## config.mk

```make
export PLATFORM = sky130hd
export DESIGN_NAME = seg7_capture
export DESIGN_NICKNAME = d
export VERILOG_FILES = /design/src/rtl/seg7_capture_pkg.sv /design/src/rtl/seg7_capture_decode.sv /design/src/rtl/seg7_capture.sv
export SDC_FILE = /design/constraint.sdc
export NUM_CORES = 1
export LEC_CHECK = 0
export ABC_AREA = 1
export CAP_MARGIN = 30
export CORE_MARGIN = 8
export CORE_UTILIZATION = 55
export CTS_BUF_LIST = sky130_fd_sc_hd__clkbuf_4
export CTS_CLUSTER_DIAMETER = 200
export CTS_CLUSTER_SIZE = 20
export DETAILED_ROUTE_END_ITERATION = 10
export PLACE_DENSITY_LB_ADDON = 0.2
export REMOVE_ABC_BUFFERS = 1
export SYNTH_ARGS = -nofsm -noshare
export SYNTH_HDL_FRONTEND = slang
export SYNTH_SLANG_ARGS = --single-unit
```

## constraint.sdc

```tcl
create_clock -name clk -period 2.2 [get_ports clk]
set_clock_uncertainty 0.2 [all_clocks]
set_input_delay 0.22 -clock clk [delete_from_list [all_inputs] [get_ports clk]]
set_output_delay 0.22 -clock clk [all_outputs]
set_load 0.01 [all_outputs]
```

## src/rtl/seg7_capture_pkg.sv

```systemverilog
// Shared constants for the 7-segment readback monitor: active-low segment
// patterns (a..g, index 0 = segment a), decoded special values and FSM states.
package seg7_capture_pkg;

    typedef logic [0:6] seg_t;

    localparam seg_t SEG_0     = 7'b0000001;
    localparam seg_t SEG_1     = 7'b1001111;
    localparam seg_t SEG_2     = 7'b0010010;
    localparam seg_t SEG_3     = 7'b0000110;
    localparam seg_t SEG_4     = 7'b1001100;
    localparam seg_t SEG_5     = 7'b0100100;
    localparam seg_t SEG_6     = 7'b0100000;
    localparam seg_t SEG_7     = 7'b0001111;
    localparam seg_t SEG_8     = 7'b0000000;
    localparam seg_t SEG_9     = 7'b0000100;
    localparam seg_t SEG_BLANK = 7'b1111111;

    localparam logic [3:0] VAL_BLANK = 4'hF;
    localparam logic [3:0] VAL_ERR   = 4'hE;

    typedef enum logic {
        ST_COLLECT = 1'b0,
        ST_PUBLISH = 1'b1
    } cap_state_e;

endpackage

```

## src/rtl/seg7_capture_decode.sv

```systemverilog
// seg7_decode: combinational inverse of the display's segment encoder.
// Unknown patterns decode to VAL_ERR and raise illegal_o.
module seg7_decode
    import seg7_capture_pkg::*;
(
    input  seg_t       seg_i,
    output logic [3:0] val_o,
    output logic       illegal_o
);

    always_comb begin
        val_o     = VAL_ERR;
        illegal_o = 1'b0;
        case (seg_i)
            SEG_0:     val_o = 4'd0;
            SEG_1:     val_o = 4'd1;
            SEG_2:     val_o = 4'd2;
            SEG_3:     val_o = 4'd3;
            SEG_4:     val_o = 4'd4;
            SEG_5:     val_o = 4'd5;
            SEG_6:     val_o = 4'd6;
            SEG_7:     val_o = 4'd7;
            SEG_8:     val_o = 4'd8;
            SEG_9:     val_o = 4'd9;
            SEG_BLANK: val_o = VAL_BLANK;
            default: begin
                val_o     = VAL_ERR;
                illegal_o = 1'b1;
            end
        endcase
    end

endmodule

```

## src/rtl/seg7_capture.sv

```systemverilog
// Readback monitor for the multiplexed active-low 7-segment bus: captures each
// stable digit and publishes complete frames. SEG7_CAP_TIMEOUT_EN adds a watchdog.
module seg7_capture
    import seg7_capture_pkg::*;
#(
    parameter int DIGITS         = 4,
    parameter int STABLE_CYCLES  = 4,
    parameter int TIMEOUT_CYCLES = 65535
) (
    input  logic                  clk,
    input  logic                  rst_n,
    input  logic [0:6]            seg_in,
    input  logic [DIGITS-1:0]     dig_sel,
    output logic [4*DIGITS-1:0]   digits_o,
    output logic                  frame_valid_o,
    output logic                  err_o,
    output logic                  timeout_o
);

    localparam int CNT_W = (STABLE_CYCLES > 2) ? $clog2(STABLE_CYCLES) : 1;
    localparam logic [CNT_W-1:0] CNT_MAX = CNT_W'(STABLE_CYCLES - 1);
    localparam logic [CNT_W-1:0] CNT_PRE = CNT_W'(STABLE_CYCLES - 2);

    seg_t                 seg_q, seg_d;
    logic [DIGITS-1:0]    sel_q, sel_d;
    logic [CNT_W-1:0]     cnt_q, cnt_d;
    logic [DIGITS-1:0]    captured_q, captured_d;
    logic [4*DIGITS-1:0]  shadow_q, shadow_d;
    logic                 frame_err_q, frame_err_d;
    logic [4*DIGITS-1:0]  digits_q, digits_d;
    logic                 err_q, err_d;
    cap_state_e           state_q, state_d;

    logic       changed;
    logic       settle;
    logic       multi_sel;
    logic       one_hot;
    logic       latch;
    logic       abort;
    logic       publish;
    logic [3:0] dec_val;
    logic       dec_illegal;

    seg7_decode u_decode (
        .seg_i     (seg_q),
        .val_o     (dec_val),
        .illegal_o (dec_illegal)
    );

    // Change detection compares the value being registered now against the
    // copy registered last edge, so a steady input latches STABLE_CYCLES edges in.
    always_comb begin
        seg_d     = seg_in;
        sel_d     = dig_sel;
        changed   = (seg_in != seg_q) || (dig_sel != sel_q);
        cnt_d     = changed ? '0 : ((cnt_q == CNT_MAX) ? cnt_q : cnt_q + 1'b1);
        settle    = !changed && (cnt_q == CNT_PRE);
        multi_sel = |(sel_q & (sel_q - 1'b1));
        one_hot   = (sel_q != '0) && !multi_sel;
        latch     = settle && one_hot && ((captured_q & sel_q) == '0);
        abort     = settle && multi_sel;
        publish   = (state_q == ST_COLLECT) && (&captured_q);
    end

    always_comb begin
        state_d     = state_q;
        captured_d  = captured_q;
        shadow_d    = shadow_q;
        frame_err_d = frame_err_q;
        digits_d    = digits_q;
        err_d       = err_q;

        case (state_q)
            ST_COLLECT: begin
                if (publish) begin
                    state_d     = ST_PUBLISH;
                    digits_d    = shadow_q;
                    err_d       = frame_err_q;
                    captured_d  = '0;
                    frame_err_d = 1'b0;
                end
            end
            ST_PUBLISH: state_d = ST_COLLECT;
            default:    state_d = ST_COLLECT;
        endcase

        if (latch) begin
            for (int k = 0; k < DIGITS; k++) begin
                if (sel_q[k]) begin
                    shadow_d[4*k +: 4] = dec_val;
                    captured_d[k]      = 1'b1;
                end
            end
            if (dec_illegal) frame_err_d = 1'b1;
        end

        // An overlapping select spoils the frame; shadow is left as-is.
        if (abort) begin
            captured_d  = '0;
            frame_err_d = 1'b0;
            err_d       = 1'b1;
        end
    end

    always_ff @(posedge clk) begin
        if (!rst_n) begin
            seg_q       <= SEG_BLANK;
            sel_q       <= '0;
            cnt_q       <= '0;
            captured_q  <= '0;
            shadow_q    <= '0;
            frame_err_q <= 1'b0;
            digits_q    <= '0;
            err_q       <= 1'b0;
            state_q     <= ST_COLLECT;
        end else begin
            seg_q       <= seg_d;
            sel_q       <= sel_d;
            cnt_q       <= cnt_d;
            captured_q  <= captured_d;
            shadow_q    <= shadow_d;
            frame_err_q <= frame_err_d;
            digits_q    <= digits_d;
            err_q       <= err_d;
            state_q     <= state_d;
        end
    end

    assign digits_o      = digits_q;
    assign err_o         = err_q;
    assign frame_valid_o = (state_q == ST_PUBLISH);

`ifdef SEG7_CAP_TIMEOUT_EN
    localparam int WD_W = $clog2(TIMEOUT_CYCLES + 1);
    localparam logic [WD_W-1:0] WD_MAX = WD_W'(TIMEOUT_CYCLES);

    logic [WD_W-1:0] wd_q, wd_d;
    logic            timeout_q, timeout_d;

    // Cleared on the publishing edge so timeout_o drops as frame_valid_o rises.
    always_comb begin
        wd_d      = wd_q;
        timeout_d = timeout_q;
        if (publish) begin
            wd_d      = '0;
            timeout_d = 1'b0;
        end else begin
            if (wd_q != WD_MAX) wd_d = wd_q + 1'b1;
            if (wd_d == WD_MAX) timeout_d = 1'b1;
        end
    end

    always_ff @(posedge clk) begin
        if (!rst_n) begin
            wd_q      <= '0;
            timeout_q <= 1'b0;
        end else begin
            wd_q      <= wd_d;
            timeout_q <= timeout_d;
        end
    end

    assign timeout_o = timeout_q;
`else
    assign timeout_o = 1'b0;
`endif

endmodule
```

== Word-level counts from Yosys, hierarchy flattened ==
Cells that the tools add are included.

* Add/sub/neg operators: 2
* Bitwise gates (word level): 4
* Reduce and logical (&&, ||, !) cells: 24
* Eq/ne operators: 15
* Multiplexer cells: 17

{| class="wikitable"
|+ Operators with widths
! operator !! count
|-
| case mux 4 bit (11 select lines) || 1
|-
| equality test 7 bit, second input constant || 3
|-
| equality test 7 x 3 -> 1 bit, second input constant || 2
|-
| equality test 7 x 6 -> 1 bit, second input constant || 2
|-
| two-way mux 1 bit || 12
|-
| two-way mux 4 bit || 3
|-
| AND reduction 2 bit || 6
|-
| OR reduction 11 bit || 1
|-
| AND 4 bit || 2
|-
| equality test 7 x 1 -> 1 bit, second input constant || 1
|-
| equality test 7 x 4 -> 1 bit, second input constant || 1
|-
| equality test 7 x 5 -> 1 bit, second input constant || 1
|-
| zero test 7 bit || 1
|-
| != test 7 bit || 1
|-
| logical AND 1 bit || 6
|-
| equality test 2 bit, second input constant || 2
|-
| zero test 4 bit || 1
|-
| != test 4 bit || 1
|-
| AND reduction 4 bit || 1
|-
| nonzero test 4 bit || 1
|-
| OR reduction 2 bit || 2
|-
| OR reduction 4 bit || 1
|-
| subtractor 4 x 1 -> 4 bit, second input constant || 1
|-
| adder 2 x 1 -> 2 bit, second input constant || 1
|-
| 6 further kinds || 8
|}

* Bits in registers: 52
* Output and inout bits: 19
* Logic and storage cells: 74

== Longest topological paths before layout ==
* Depth in word-level cells: 8
* Gate-level depth with buffers: 12
* Gate-level depth less buffers: 11

== Cells and area by module ==
A second synthesis with hierarchy kept.

* Cells, all modules: 358
* Area total of the unflattened synthesis: 2481.1 µm²

{| class="wikitable"
|+ By module, submodules not included
! module !! seq. area each (µm²) !! cells each !! area an instance (µm²) !! instances
|-
| seg7_capture || 1041.0 || 301 || 2214.6 || 1
|-
| seg7_decode || 0.0 || 57 || 266.5 || 1
|}

== Least setup slack after synthesis ==
No wires, ideal clock.

* Kind: register to register
* Start point: register sel_q[2]
* End point: register shadow_q[0]
* Arrival time: 1.297 ns
* Period minus slack after synthesis: 1.610 ns
* Required time: 1.887 ns
* Stages on the path, launching flop included: 13
* Path buffers: 2
* Path slack: 0.590 ns
* Path through: dfxtp_1 -> buf_6 -> inv_4 -> nand2_1 -> nand2_1 -> nand3_1 -> nor2_4 -> nand3_2 -> nor2_4 -> buf_6 -> nand3_1 -> nand2_1 -> nor2_1

* Cells in the longest elaborated chain, start to end: 8

{| class="wikitable"
|+ Ends and longest elaborated chain
! element !! line !! source
|-
| from (decl) || seg7_capture.sv:25 || <nowiki>logic [DIGITS-1:0] sel_q, sel_d;</nowiki>
|-
| from (signal assigned) || seg7_capture.sv:118 || <nowiki>sel_q <= sel_d;</nowiki>
|-
| subtractor 4 x 1 -> 4 bit || seg7_capture.sv:58 || <nowiki>multi_sel = |(sel_q & (sel_q - 1'b1));</nowiki>
|-
| AND 4 bit || seg7_capture.sv:58 ||
|-
| OR reduction 4 bit || seg7_capture.sv:58 ||
|-
| zero test 1 bit || seg7_capture.sv:59 || <nowiki>one_hot = (sel_q != '0) && !multi_sel;</nowiki>
|-
| logical AND 1 bit || seg7_capture.sv:59 ||
|-
| logical AND 1 bit || seg7_capture.sv:60 || <nowiki>latch = settle && one_hot && ((captured_q & sel_q) == '0);</nowiki>
|-
| logical AND 1 bit (*) || seg7_capture.sv:60 ||
|-
| AND reduction 2 bit (no line) (*) || -- ||
|-
| to (signal assigned) || seg7_capture.sv:121 || <nowiki>shadow_q <= shadow_d;</nowiki>
|-
| to (decl) || seg7_capture.sv:28 || <nowiki>logic [4*DIGITS-1:0] shadow_q, shadow_d;</nowiki>
|}

Every way passes the cells marked *; elsewhere a longest branch is shown, timed or not.
A chain may end at the register's enable or synchronous reset.

== Final worst setup path ==
* Start point: register sel_q[2]
* End point: register shadow_q[11]

* Cells in the longest elaborated chain, start to end: 8

{| class="wikitable"
|+ Ends and longest elaborated chain
! element !! line
|-
| subtractor 4 x 1 -> 4 bit || seg7_capture.sv:58
|-
| AND 4 bit || seg7_capture.sv:58
|-
| OR reduction 4 bit || seg7_capture.sv:58
|-
| zero test 1 bit || seg7_capture.sv:59
|-
| logical AND 1 bit || seg7_capture.sv:59
|-
| logical AND 1 bit (2 in series) || seg7_capture.sv:60
|-
| AND reduction 2 bit (no line) (*) || --
|}

Marks and branches as above.

==> results.sh <==
export IMPL_ant_nets=0
export IMPL_ctsRootBufferMaster="clkbuf_4"
export IMPL_worstPathRequired_ns=2.27
export IMPL_synth_xor_xnor_area_share_pct=1.75
export IMPL_antenna_found_initial=0
export IMPL_drive_gt1_share_pct=9.42
export IMPL_crit_chain="nand2_1, nand2_1, nand3_1, nor2_4, nand3_2, nor2_4, buf_12, nand3_1, nand2_1, nor2_1"
export IMPL_post_cts_resized=0
export IMPL_clock_sinks=52
export IMPL_outcome="complete, no violations"
export IMPL_postCtsHoldBufs=0
export IMPL_io_buffers=30
export IMPL_drt_initial_drc_count=151
export IMPL_floorplan_initialDensity_pct=56.5
export IMPL_core_area_um2=4290
export IMPL_cap_violations=0
export IMPL_slowest_delay_ns=0.59
export IMPL_dp_hpwl_um=3520
export IMPL_synth_edf_count=0
export IMPL_synth_area_um2=2430
export IMPL_crit_slowest_cell="dfxtp_1"
export IMPL_powerDensity_nw_per_um2=546
export IMPL_mostFrequentLayoutCells="nand2_1, nor2_1, dfxtp_1"
export IMPL_rsz0062_at_grt="no"
export IMPL_synth_compound_area_share_pct=5.36
export IMPL_max_freq_mhz=521
export IMPL_grt_total_usage_pct=14.6
export IMPL_fill_cells=430
export IMPL_p_int_mw=1.13
export IMPL_p_leak_nw=1.24
export IMPL_cts_tree="yes"
export IMPL_cts_max_path_buffers=2
export IMPL_seqPwrFrac_pct=63.6
export IMPL_numCtsBuffers=5
export IMPL_ir_drop_uv=366
export IMPL_grt_pass1_wl_um=7880
export IMPL_setup_violations=0
export IMPL_synthMuxAreaShare_pct=0
export IMPL_layout_min_cycle_time_ns=1.92
export IMPL_ys_flop_type="dfxtp_1"
export IMPL_critPathTopFamily="simple AND/OR/NAND/NOR gates"
export IMPL_crit_fanout=20
export IMPL_area_growth_pct=15.4
export IMPL_dp_cells=426
export IMPL_worstSetupPathType="flop to flop"
export IMPL_grt_pass1_vias=1866
export IMPL_routed_wirelength_um=4600
export IMPL_end_kind="flop"
export IMPL_synth_adder_area_share_pct=1.03
export IMPL_pin_count=32
export IMPL_drc=0
export IMPL_power_frac_clock_pct=27.6
export IMPL_ys_warn_count=0
export IMPL_finalMaxSlewViolations=0
export IMPL_gr_total_overflow=0
export IMPL_clk_pin_slew_ns=0.15
export IMPL_tns_ns=0
export IMPL_dieArea_um2=6790
export IMPL_vias=2113
export IMPL_avgRoutedWirePerCell_um=10.6
export IMPL_power_frac_comb_pct=8.9
export IMPL_cp_arrival_ns=1.99
export IMPL_fin_nets=396
export IMPL_final_cell_count_no_fill=434
export IMPL_hold_path_class="input pin to flop"
export IMPL_drt_pass1_iter_count=4
export IMPL_finalCritPeriodShare_pct=87.2
export IMPL_netSwitchingFraction_pct=25.8
export IMPL_grt_max_degree=36
export IMPL_dieWidth_um=82.4
export IMPL_die_height_um=82.4
export IMPL_synth_cell_types=30
export IMPL_async_reset_ff_share_pct=0
export IMPL_rows=24
export IMPL_netlist_instances=353
export IMPL_ys_seq_area_share_pct=42.9
export IMPL_p_sw_mw=0.395
export IMPL_avgSynthCellArea_um2=6.87
export IMPL_startpoint_type="flop"
export IMPL_cts_max_level=2
export IMPL_synth_top_family_by_area="simple AND/OR/NAND/NOR gates"
export IMPL_vias_per_cell=4.87
export IMPL_critPathBufInv=1
export IMPL_antenna_cells=0
export IMPL_crit_path_frequent_cell="nand2_1"
export IMPL_postCtsSetupRepairBufs=0
export IMPL_clk_latency_ns=0.37
export IMPL_routabilityCongestion=0.843
export IMPL_ys_ff_latch=52
export IMPL_hold_viol=0
export IMPL_synth_simple_area_share_pct=39.0
[area by class of cell]
cell class | count | area (µm²) | area share [%]
Sequential cell | 52 | 1040 | 37.2
Multi-Input combinational cell | 252 | 1150 | 41.0
Tap cell | 52 | 65.1 | 2.32
Clock inverter | 3 | 18.8 | 0.670
Clock buffer | 5 | 37.5 | 1.34
Inverter | 34 | 131 | 4.69
Timing Repair Buffer | 36 | 358 | 12.8
[power groups by stage]
stage               logic (mW)  clock network (mW)  registers (mW)
CTS                      0.136               0.436           0.972
global placement         0.132                   0           0.992
floorplan               0.0822                   0           0.988
finish                   0.135               0.421           0.972
detailed placement       0.136                   0           0.992
global route             0.153               0.469           0.976
[routing by layer]
layer	part of all wire, %	track usage [%]
met1	46	17.3
met5	0	0
met3	4.8	3.68
met4	1.4	4.91
met2	47	25.1
[sequential cells by signal, summed over array words and instances (netlist names)]
register       count
frame_valid_o      1
shadow_q          16
cnt_q              2
captured_q         4
seg_q              7
sel_q              4
digits_o          16
frame_err_q        1
err_o              1
[cells in the mapped netlist, drive strengths merged, types with 2 or more instances]
master / number / area [µm²]
nor3: 3 / 15.0
inv: 32 / 123
clkbuf: 6 / 22.5
a21oi: 7 / 35.0
nor2: 92 / 378
clkinv: 2 / 8.75
nand3: 32 / 170
or2: 2 / 12.5
dfxtp: 52 / 1040
nand2: 84 / 318
ha: 2 / 25.0
xnor2: 3 / 33.8
o21ai: 19 / 95.1
buf: 9 / 82.6
nand4: 4 / 40.0
[worst register-to-register path, cell delays in order (launching register included)]
cell and delay (ns):
dfxtp_1 0.59, nand2_1 0.10, nand2_1 0.07, nand3_1 0.11
nor2_4 0.17, nand3_2 0.10, nor2_4 0.11, buf_12 0.15
nand3_1 0.08, nand2_1 0.09, nor2_1 0.04
[worst paths after layout]
kind | startpoint | cells after the start | slack (ns) | to
worst max-delay path | sel_q[2]$_SDFF_PN0_ | 10 | 0.28 | shadow_q[11]$_SDFFE_PN0P_
worst max register to register | sel_q[2]$_SDFF_PN0_ | 10 | 0.28 | shadow_q[11]$_SDFFE_PN0P_
worst min-delay path | dig_sel[3] | 3 | 0.21 | sel_q[3]$_SDFF_PN0_
worst min register to register | shadow_q[4]$_SDFFE_PN0P_ | 2 | 0.29 | shadow_q[4]$_SDFFE_PN0P_
[cell families (layout without fill, tap and decap cells)]
family / count (synthesis) / count (layout)
AOI/OAI and AO/OA: 26 / 26
xor gates and xnor gates: 4 / 4
adders and majority gates: 2 / 2
buffers and inverters: 49 / 78
DFF: 52 / 52
other: 1 / 1
and+or+nand+nor: 219 / 219
[per-stage QoR]
| step | setup slack (ns) | hold WS (ns) | util, % | total power [mW] | cell area, µm² |
|---|---|---|---|---|---|
| floorplan | 0.373 | 0.0887 | - | 1.07 | 2320 |
| global placement | 0.143 | 0.258 | 63.9 | 1.12 | 2740 |
| detailed placement | 0.107 | 0.266 | 63.9 | 1.13 | 2740 |
| CTS | 0.276 | 0.199 | 65.2 | 1.54 | 2800 |
| global route | 0.0917 | 0.222 | 65.2 | 1.60 | 2800 |
| finish | 0.282 | 0.208 | 65.2 | 1.53 | 2800 |
No activity file was read; power rests on OpenSTA's default activity.
